[src/rtl/mod_mul_pkg.sv]
// Shared widths, latency and helpers for the Barrett modular multiplier.
package mod_mul_pkg;

  localparam int unsigned DATA_SIZE_ARB = 14;
  localparam int unsigned MOD_MUL_LAT   = 4;

  localparam int unsigned CoefW = DATA_SIZE_ARB;
  localparam int unsigned MuW   = CoefW + 1;
  localparam int unsigned ProdW = 2 * CoefW;
  localparam int unsigned RedW  = CoefW + 2;
  localparam int unsigned RemW  = CoefW + 1;
  localparam int unsigned WideW = 2 * MuW;
  localparam int unsigned NumW  = 2 * CoefW + 1;

  typedef logic [CoefW-1:0] coef_t;
  typedef logic [MuW-1:0]   mu_t;
  typedef logic [ProdW-1:0] prod_t;
  typedef logic [RedW-1:0]  red_t;

  // floor(2^(2K) / q); q is assumed to lie in (2^(K-1), 2^K).
  function automatic mu_t calc_mu(input coef_t q);
    logic [NumW-1:0] num;
    num           = '0;
    num[NumW-1]   = 1'b1;
    return mu_t'(num / NumW'(q));
  endfunction

endpackage

[src/rtl/mod_mul_if.sv]
// Operand/result handshake bundle between a producer and the modular multiplier.
interface mod_mul_if;
  import mod_mul_pkg::*;

  coef_t q;
  mu_t   mu;
  logic  in_valid;
  logic  in_ready;
  coef_t a;
  coef_t b;
  logic  out_valid;
  logic  out_ready;
  coef_t out;

  modport master (
    output q, mu, in_valid, a, b, out_ready,
    input  in_ready, out_valid, out
  );

  modport slave (
    input  q, mu, in_valid, a, b, out_ready,
    output in_ready, out_valid, out
  );

endinterface

[src/rtl/mod_csub.sv]
// Conditional subtraction: y = (x >= q) ? x - q : x, truncated to the output width.
module mod_csub #(
  parameter int unsigned InW  = 16,
  parameter int unsigned OutW = 15
) (
  input  logic [InW-1:0]  x_i,
  input  logic [InW-1:0]  q_i,
  output logic [OutW-1:0] y_o
);

  always_comb begin
    y_o = (x_i >= q_i) ? OutW'(x_i - q_i) : OutW'(x_i);
  end

endmodule

[src/rtl/mod_mul.sv]
// Four-stage Barrett modular multiplier with a single global stall (advance).
module mod_mul
  import mod_mul_pkg::*;
(
  input  logic      clk,
  input  logic      reset,
  mod_mul_if.slave  bus
);

  logic advance;

  logic  s1_v_q, s2_v_q, s3_v_q, out_v_q;
  prod_t s1_p_q, s2_p_q;
  mu_t   s2_qh_q;
  red_t  s3_r_q;
  coef_t out_q;

  logic [WideW-1:0] s2_prod;
  prod_t            qhq;
  logic [RemW-1:0]  r1;
  coef_t            r2;

  assign advance       = bus.out_ready | ~out_v_q;
  assign bus.in_ready  = advance;
  assign bus.out_valid = out_v_q;
  assign bus.out       = out_q;

  // Quotient estimate from the top K+1 bits of p.
  assign s2_prod = WideW'(s1_p_q[ProdW-1:CoefW-1]) * WideW'(bus.mu);
  assign qhq     = ProdW'(s2_qh_q) * ProdW'(bus.q);

  mod_csub #(
    .InW  (RedW),
    .OutW (RemW)
  ) u_csub0 (
    .x_i (s3_r_q),
    .q_i (RedW'(bus.q)),
    .y_o (r1)
  );

  mod_csub #(
    .InW  (RemW),
    .OutW (CoefW)
  ) u_csub1 (
    .x_i (r1),
    .q_i (RemW'(bus.q)),
    .y_o (r2)
  );

  always_ff @(posedge clk) begin
    if (reset) begin
      s1_v_q  <= 1'b0;
      s2_v_q  <= 1'b0;
      s3_v_q  <= 1'b0;
      out_v_q <= 1'b0;
      out_q   <= '0;
    end else if (advance) begin
      s1_v_q  <= bus.in_valid;
      s2_v_q  <= s1_v_q;
      s3_v_q  <= s2_v_q;
      out_v_q <= s3_v_q;
      // Keep the last result visible across bubbles.
      if (s3_v_q) begin
        out_q <= r2;
      end
    end
  end

  always_ff @(posedge clk) begin
    if (advance) begin
      s1_p_q  <= ProdW'(bus.a) * ProdW'(bus.b);
      s2_p_q  <= s1_p_q;
      s2_qh_q <= MuW'(s2_prod >> (CoefW + 1));
      s3_r_q  <= RedW'(s2_p_q - qhq);
    end
  end

endmodule
[src/flat_wrapper.sv]
// flat-port wrapper written by rule: the top's interface ports become plain ports
module mod_mul_flat import mod_mul_pkg::*;
  (clk, reset, bus_q, bus_mu, bus_in_valid, bus_a, bus_b, bus_out_ready, bus_in_ready, bus_out_valid, bus_out);
  mod_mul_if bus_i ();
  input  logic clk;
  input  logic reset;
  input wire logic [$bits(bus_i.q)-1:0] bus_q;
  input wire logic [$bits(bus_i.mu)-1:0] bus_mu;
  input wire logic [$bits(bus_i.in_valid)-1:0] bus_in_valid;
  input wire logic [$bits(bus_i.a)-1:0] bus_a;
  input wire logic [$bits(bus_i.b)-1:0] bus_b;
  input wire logic [$bits(bus_i.out_ready)-1:0] bus_out_ready;
  output wire logic [$bits(bus_i.in_ready)-1:0] bus_in_ready;
  output wire logic [$bits(bus_i.out_valid)-1:0] bus_out_valid;
  output wire logic [$bits(bus_i.out)-1:0] bus_out;
  assign bus_i.q = bus_q;
  assign bus_i.mu = bus_mu;
  assign bus_i.in_valid = bus_in_valid;
  assign bus_i.a = bus_a;
  assign bus_i.b = bus_b;
  assign bus_i.out_ready = bus_out_ready;
  assign bus_in_ready = bus_i.in_ready;
  assign bus_out_valid = bus_i.out_valid;
  assign bus_out = bus_i.out;
  mod_mul u_core (.clk(clk), .reset(reset), .bus(bus_i));
endmodule
[config.mk]
export PLATFORM = sky130hd
export DESIGN_NAME = mod_mul_flat
export DESIGN_NICKNAME = d
export VERILOG_FILES = /design/src/rtl/mod_mul_pkg.sv /design/src/rtl/mod_mul_if.sv /design/src/rtl/mod_csub.sv /design/src/rtl/mod_mul.sv /design/src/flat_wrapper.sv
export SDC_FILE = /design/constraint.sdc
export NUM_CORES = 1
export LEC_CHECK = 0
export ABC_AREA = 1
export BUFFER_PORTS_ARGS = -buffer_cell sky130_fd_sc_hd__buf_2
export CAP_MARGIN = 25
export CORE_ASPECT_RATIO = 1.5
export CORE_UTILIZATION = 48
export DETAILED_ROUTE_END_ITERATION = 16
export HOLD_SLACK_MARGIN = 0.15
export PLACE_DENSITY = 0.68
export SYNTH_ARGS = -nofsm -noshare
export SYNTH_HDL_FRONTEND = slang
export SYNTH_SLANG_ARGS = --single-unit
[constraint.sdc]
create_clock -name clk -period 9.2 [get_ports clk]
set_input_delay 0.92 -clock clk [delete_from_list [all_inputs] [get_ports clk]]
set_output_delay 0.92 -clock clk [all_outputs]
set_load 0.05 [all_outputs]
==> results of run 1 <==
[how the worst max path moves through the flow]
| stage | from | end | slack, ps | cells after the start |
|---|---|---|---|---|
| floorplan | bus_b[2] | u_core.s1_p_q[18]$_DFFE_PN_ | 3230 | 23 |
| global placement | bus_a[7] | u_core.s1_p_q[18]$_DFFE_PN_ | 2980 | 23 |
| detailed placement | bus_a[8] | u_core.s1_p_q[18]$_DFFE_PN_ | 2880 | 18 |
| CTS | bus_a[8] | u_core.s1_p_q[18]$_DFFE_PN_ | 3250 | 18 |
| global route | bus_a[7] | u_core.s1_p_q[18]$_DFFE_PN_ | 2940 | 23 |
| finish | bus_a[7] | u_core.s1_p_q[18]$_DFFE_PN_ | 3280 | 23 |
[cells in the final DEF (no fill, tap or decap), drive strengths merged, types with 5 or more instances in the layout]
master,Yosys,final
a21o,9,9
a21oi,109,109
buf,7,78
clkbuf,79,9
dfxtp,18,18
edfxtp,75,75
fa,406,406
ha,259,259
inv,911,913
nand2,874,874
nand3,72,72
nand4,17,17
nor2,61,61
nor3,14,14
nor4,5,5
o21ai,56,56
o21bai,8,8
or2,5,5
xnor2,36,36
xor2,56,56
[per-layer routing]
metal	vias to the layer above	global-route usage, %	part of all wire (%)
met5	-	0	0
met4	0	13.0	5.7
met3	184	2.06	3.7
met2	489	46.6	55
met1	9195	25.2	36
li1	9047	-	-
[worst max-delay path, cell delays in order]
cell      delay [ps]
buf_2            200
nand2_1           90
inv_1             60
fa_1             530
inv_1             50
fa_1             470
inv_1             60
fa_1             490
inv_1             50
fa_1             530
inv_1             50
fa_1             470
inv_1             50
fa_1             470
inv_1             40
ha_1             330
a21oi_1          170
o21ai_0          120
nand2_1           90
nand3_1          110
a21boi_0         350
o21ai_0          170
xor2_1           160
[Yosys cell counts, types with 18 or more instances]
master	number
inv_1	909
nand2_1	869
fa_1	406
ha_1	259
a21oi_1	107
clkbuf_1	79
edfxtp_1	75
nand3_1	69
nor2_1	58
xor2_1	56
o21ai_0	55
xnor2_1	36
dfxtp_1	18
[flip-flops by register name, indices dropped and copies added (netlist names)]
name	count
u_core.s1_p_q	28
u_core.s2_p_q	16
u_core.s3_r_q	16
u_core.s2_qh_q	15
u_core.bus.out	14
u_core.bus.out_valid	1
u_core.s1_v_q	1
u_core.s2_v_q	1
u_core.s3_v_q	1
[kinds of logic after synthesis]
kind of cell	synth area share, %
compound gates	4.71
xor+xnor	3.37
fa+ha+maj	47.6
buf+inv	15.8
flops	10.9
simple gates	17.7
[final cells by class]
cell class | count | share of cell area (%)
Inverter | 911 | 13.7
Tap cell | 656 | 3.27
Multi-Input combinational cell | 2015 | 69.9
Clock inverter | 7 | 0.275
Antenna cell | 1 | 0.00998
Timing Repair Buffer | 78 | 1.58
Clock buffer | 9 | 0.898
Sequential cell | 93 | 10.4
[stage by stage]
step / util [%] / instances / setup slack, ps
floorplan: - / 3105 / 3230
CTS: 51.2 / 3769 / 3250
finish: 51.2 / 3770 / 3280
detailed placement: 50.6 / 3753 / 2880
global placement: 50.6 / 3753 / 2980
global route: 51.2 / 3770 / 2940
==> flow_summary.ini, run 1 <==
[cts]
clk_path_buf_depth = 2
cts_setup_buffers = 0
cts_tree = built
insertion_delay_ps = 370
htree_levels = 3
cts-root-buf = clkbuf_16
cts_made_buffers = 9
hold_buffers = 0
clkTransAtPathRegs_ps = 80
cts.sinks = 93
cts_resized = 0

[setup_path]
rr_endpoint = u_core.s2_qh_q[9]$_DFFE_PN_
rrSetupSlack_ps = 3280
crit_type = in2reg
start_kind = input port
crit-reg2reg-launch = u_core.s1_p_q[18]$_DFFE_PN_
endpoint_kind = flop
rr_worst_depth = 19
cp_data_arrival_time_ps = 6040
crit_fanout = 14
required_ps = 9310

[timing]
final.period_utilization_pct = 64.4
fmax_mhz = 169
maxSlewViolCount = 0
finClkSkew_ps = 11.9
hold_viol = 0
rsz0062_at_grt = false
fin_hold_ws_ps = 415
tns_ps = 0
post-route-min-period_ps = 5920
max-slew-margin-rel_pct = 35.8
setup_viol = 0
tightest_slew_ps = 960

[detailed_routing]
firstDrtPassIters = 5
ant_nets = 0
vias_per_cell = 5.02
finalWirelength_um = 56800
vias = 18900
post_drt_wl_per_cell_um = 15.1
drt_iter0_drc = 951
post-route-drc-count = 0

[floorplan]
num_rows = 99
die_h_um = 275
die_w_um = 184
dieArea_sq_um = 50700
core_area_sq_um = 48900
start_util_pct = 48.8
io_pins = 77

[placement]
place_area_sq_um = 24800
port_buffers = 76
hpwl_um = 47500
gpl.final_weighted_congestion = 0.931

[hold_path]
hold_end = u_core.s2_p_q[10]$_DFFE_PN_
worstHoldStart = u_core.s1_p_q[10]$_DFFE_PN_
hp-class = reg2reg
hold_depth = 0

[global_route]
grt_pass1_wl_um = 95400
grt_max_degree = 60
grt_pass1_vias = 20100
overflow = 0
grt_usage_pct = 24.0
antenna_found_initial = 2

[synth]
yosys_warnings = 0
yosysTopAreaCell = fa_1
postSynthCellCount = 3105
synth_fp_nets = 3831
synth-edff-count = 75
syn_avg_cell_area_sq_um = 7.70
synth_area_sq_um = 23900
synth_top_flop_cell = edfxtp_1
synth_seq_cells = 93
async_flop_share_pct = 0
synth_top_cell_area_share_pct = 34.0
yosys.cell_types.count = 42
ys_top_cells_by_area = fa_1, inv_1, nand2_1
ys_seq_area_share_pct = 10.9

[finish]
stdcell_area_sq_um = 25100
drive_above_1_share_pct = 3.73
multi_input_area_sq_um = 17500
regArea_sq_um = 2610
final_net_count = 3834
syn2layout_area_growth_pct = 4.90
fillers = 4764

[flow_run]
cap_violations = 0

[run_status]
status = finished, final reports clean
Power of run 1 is left out: the tool's default activity adds up to more than one toggle a clock period on the data nets, which glitch-free logic cannot reach.
==> inputs of run 2 (changes only) <==
- clock period: 9.2 -> 5.45 ns (I/O delays scaled with it)
==> flow_summary.ini, run 2 (synthesized netlist as in run 1, its figures left out) <==
[global_route]
grt_max_degree = 50
overflow = 0
antenna_found_initial = 3
grt_pass1_wl_um = 99000
grt_pass1_vias = 20700
grt_use_met3_pct = 2.18
grt_usage_pct = 25.1
grt_util_met1_pct = 26.2
gr-usage-met2_pct = 48.9
grt.busiest_layer = met2

[detailed_routing]
finalWirelength_um = 60900
ant_nets = 0
firstDrtPassIters = 5
post-route-drc-count = 0
post_drt_wl_per_cell_um = 15.1
vias = 19700
vias_per_cell = 4.89
drt_iter0_drc = 949

[timing]
final.period_utilization_pct = 102
fmax_mhz = 180
rsz0062_at_grt = true
tns_ps = -437
finClkSkew_ps = 16.5
max-slew-margin-rel_pct = 50.9
maxSlewViolCount = 0
hold_viol = 0
setup_slack_ps = -106
post-route-min-period_ps = 5560
tightest_slew_ps = 737
setup_viol = 7

[placement]
placedCellCount = 3980
gpl.final_weighted_congestion = 0.910
hpwl_um = 52200
port_buffers = 76
place_area_sq_um = 26600

[setup_path]
crit-reg2reg-launch = u_core.s1_p_q[24]$_DFFE_PN_
cp_data_arrival_time_ps = 5750
endpoint_kind = flop
cp-startpoint = u_core.s1_p_q[24]$_DFFE_PN_
crit_fanout = 5
start_kind = flop
crit_type = reg2reg
required_ps = 5640

[finish]
largest_register = u_core.s1_p_q
final_net_count = 4089
drive_above_1_share_pct = 14.2
final_common_cell = inv_1
reg_top3 = u_core.s1_p_q: 28 flops, u_core.s2_p_q: 16 flops, u_core.s3_r_q: 16 flops
final_cell_mix = inv_1, nand2_1, fa_1, ha_1, buf_4
final_cells = 4025
stdcell_area_sq_um = 27700
syn2layout_area_growth_pct = 15.9
largest_reg_flops = 28
fin_util_pct = 56.6

[run_status]
status = finished, violations left
violations = negative setup slack

[cts]
insertion_delay_ps = 380
cts.sinks = 93
htree_levels = 3
clk_path_buf_depth = 2
clkTransAtPathRegs_ps = 80
cts_tree = built
cts-root-buf = clkbuf_16
cts_made_buffers = 9

[floorplan]
num_rows = 99
die_h_um = 275
core_area_sq_um = 48900
dieArea_sq_um = 50700
io_pins = 77
die_w_um = 184
start_util_pct = 48.8

[flow_run]
cap_violations = 0

[hold_path]
hp-class = reg2reg
worstHoldStart = u_core.s1_p_q[10]$_DFFE_PN_
==> run 2: critical path: stages (launching register included) <==
cell,delay [ps]
edfxtp_1,450
buf_12,170
buf_4,130
nand2_1,60
inv_2,40
fa_1,490
inv_1,50
fa_1,490
inv_2,40
fa_1,550
fa_1,440
fa_1,490
inv_1,50
fa_1,480
inv_2,50
ha_4,280
nand2_4,70
nor2_4,120
inv_2,60
nor3_4,190
nand3_2,150
nand3_4,150
nand2_1,60
nand2_1,70
xor2_1,200
==> run 2: area by class of cell <==
type,instances,area (sq um)
clock inverters,7,66.3
diodes,1,2.50
fillers,4528,21200
multi-input cells,2015,18100
flip-flops and latches,93,2610
clock buffers,9,225
repair buffers,333,2470
well taps,656,821
inverters,911,3420
==> run 2: layer usage <==
| metal | wire (um) | vias up |
|---|---|---|
| li1 | - | 9567 |
| met1 | 21800 | 9552 |
| met2 | 33500 | 403 |
| met3 | 1950 | 169 |
| met4 | 3590 | 2 |
| met5 | 11 | - |
==> run 2: path summary, 6_finish.rpt <==
check                                 to  slack [ps]  depth (start not counted)
max          u_core.s2_qh_q[7]$_DFFE_PN_        -110                         24
min          u_core.s2_p_q[10]$_DFFE_PN_         410                          0
max reg2reg  u_core.s2_qh_q[7]$_DFFE_PN_        -110                         24
min reg2reg  u_core.s2_p_q[10]$_DFFE_PN_         410                          0
==> run 2: metrics by stage <==
stage	worst slack (ps)	hold WS, ps
floorplan	2.30	400
global placement	-209	401
detailed placement	-253	405
CTS	-1.75	400
global route	-274	425
finish	-106	414
==> run 2: timing repair <==
item / CTS / global route
gates cloned: 0 / 1
gates resized for setup: 26 / 107
setup buffers: 2 / 24
hold buffers: 0 / 0
pin swaps: 15 / 66
endpoints found under the setup margin: 11 / 33
Power of run 2 is left out for the same reason.
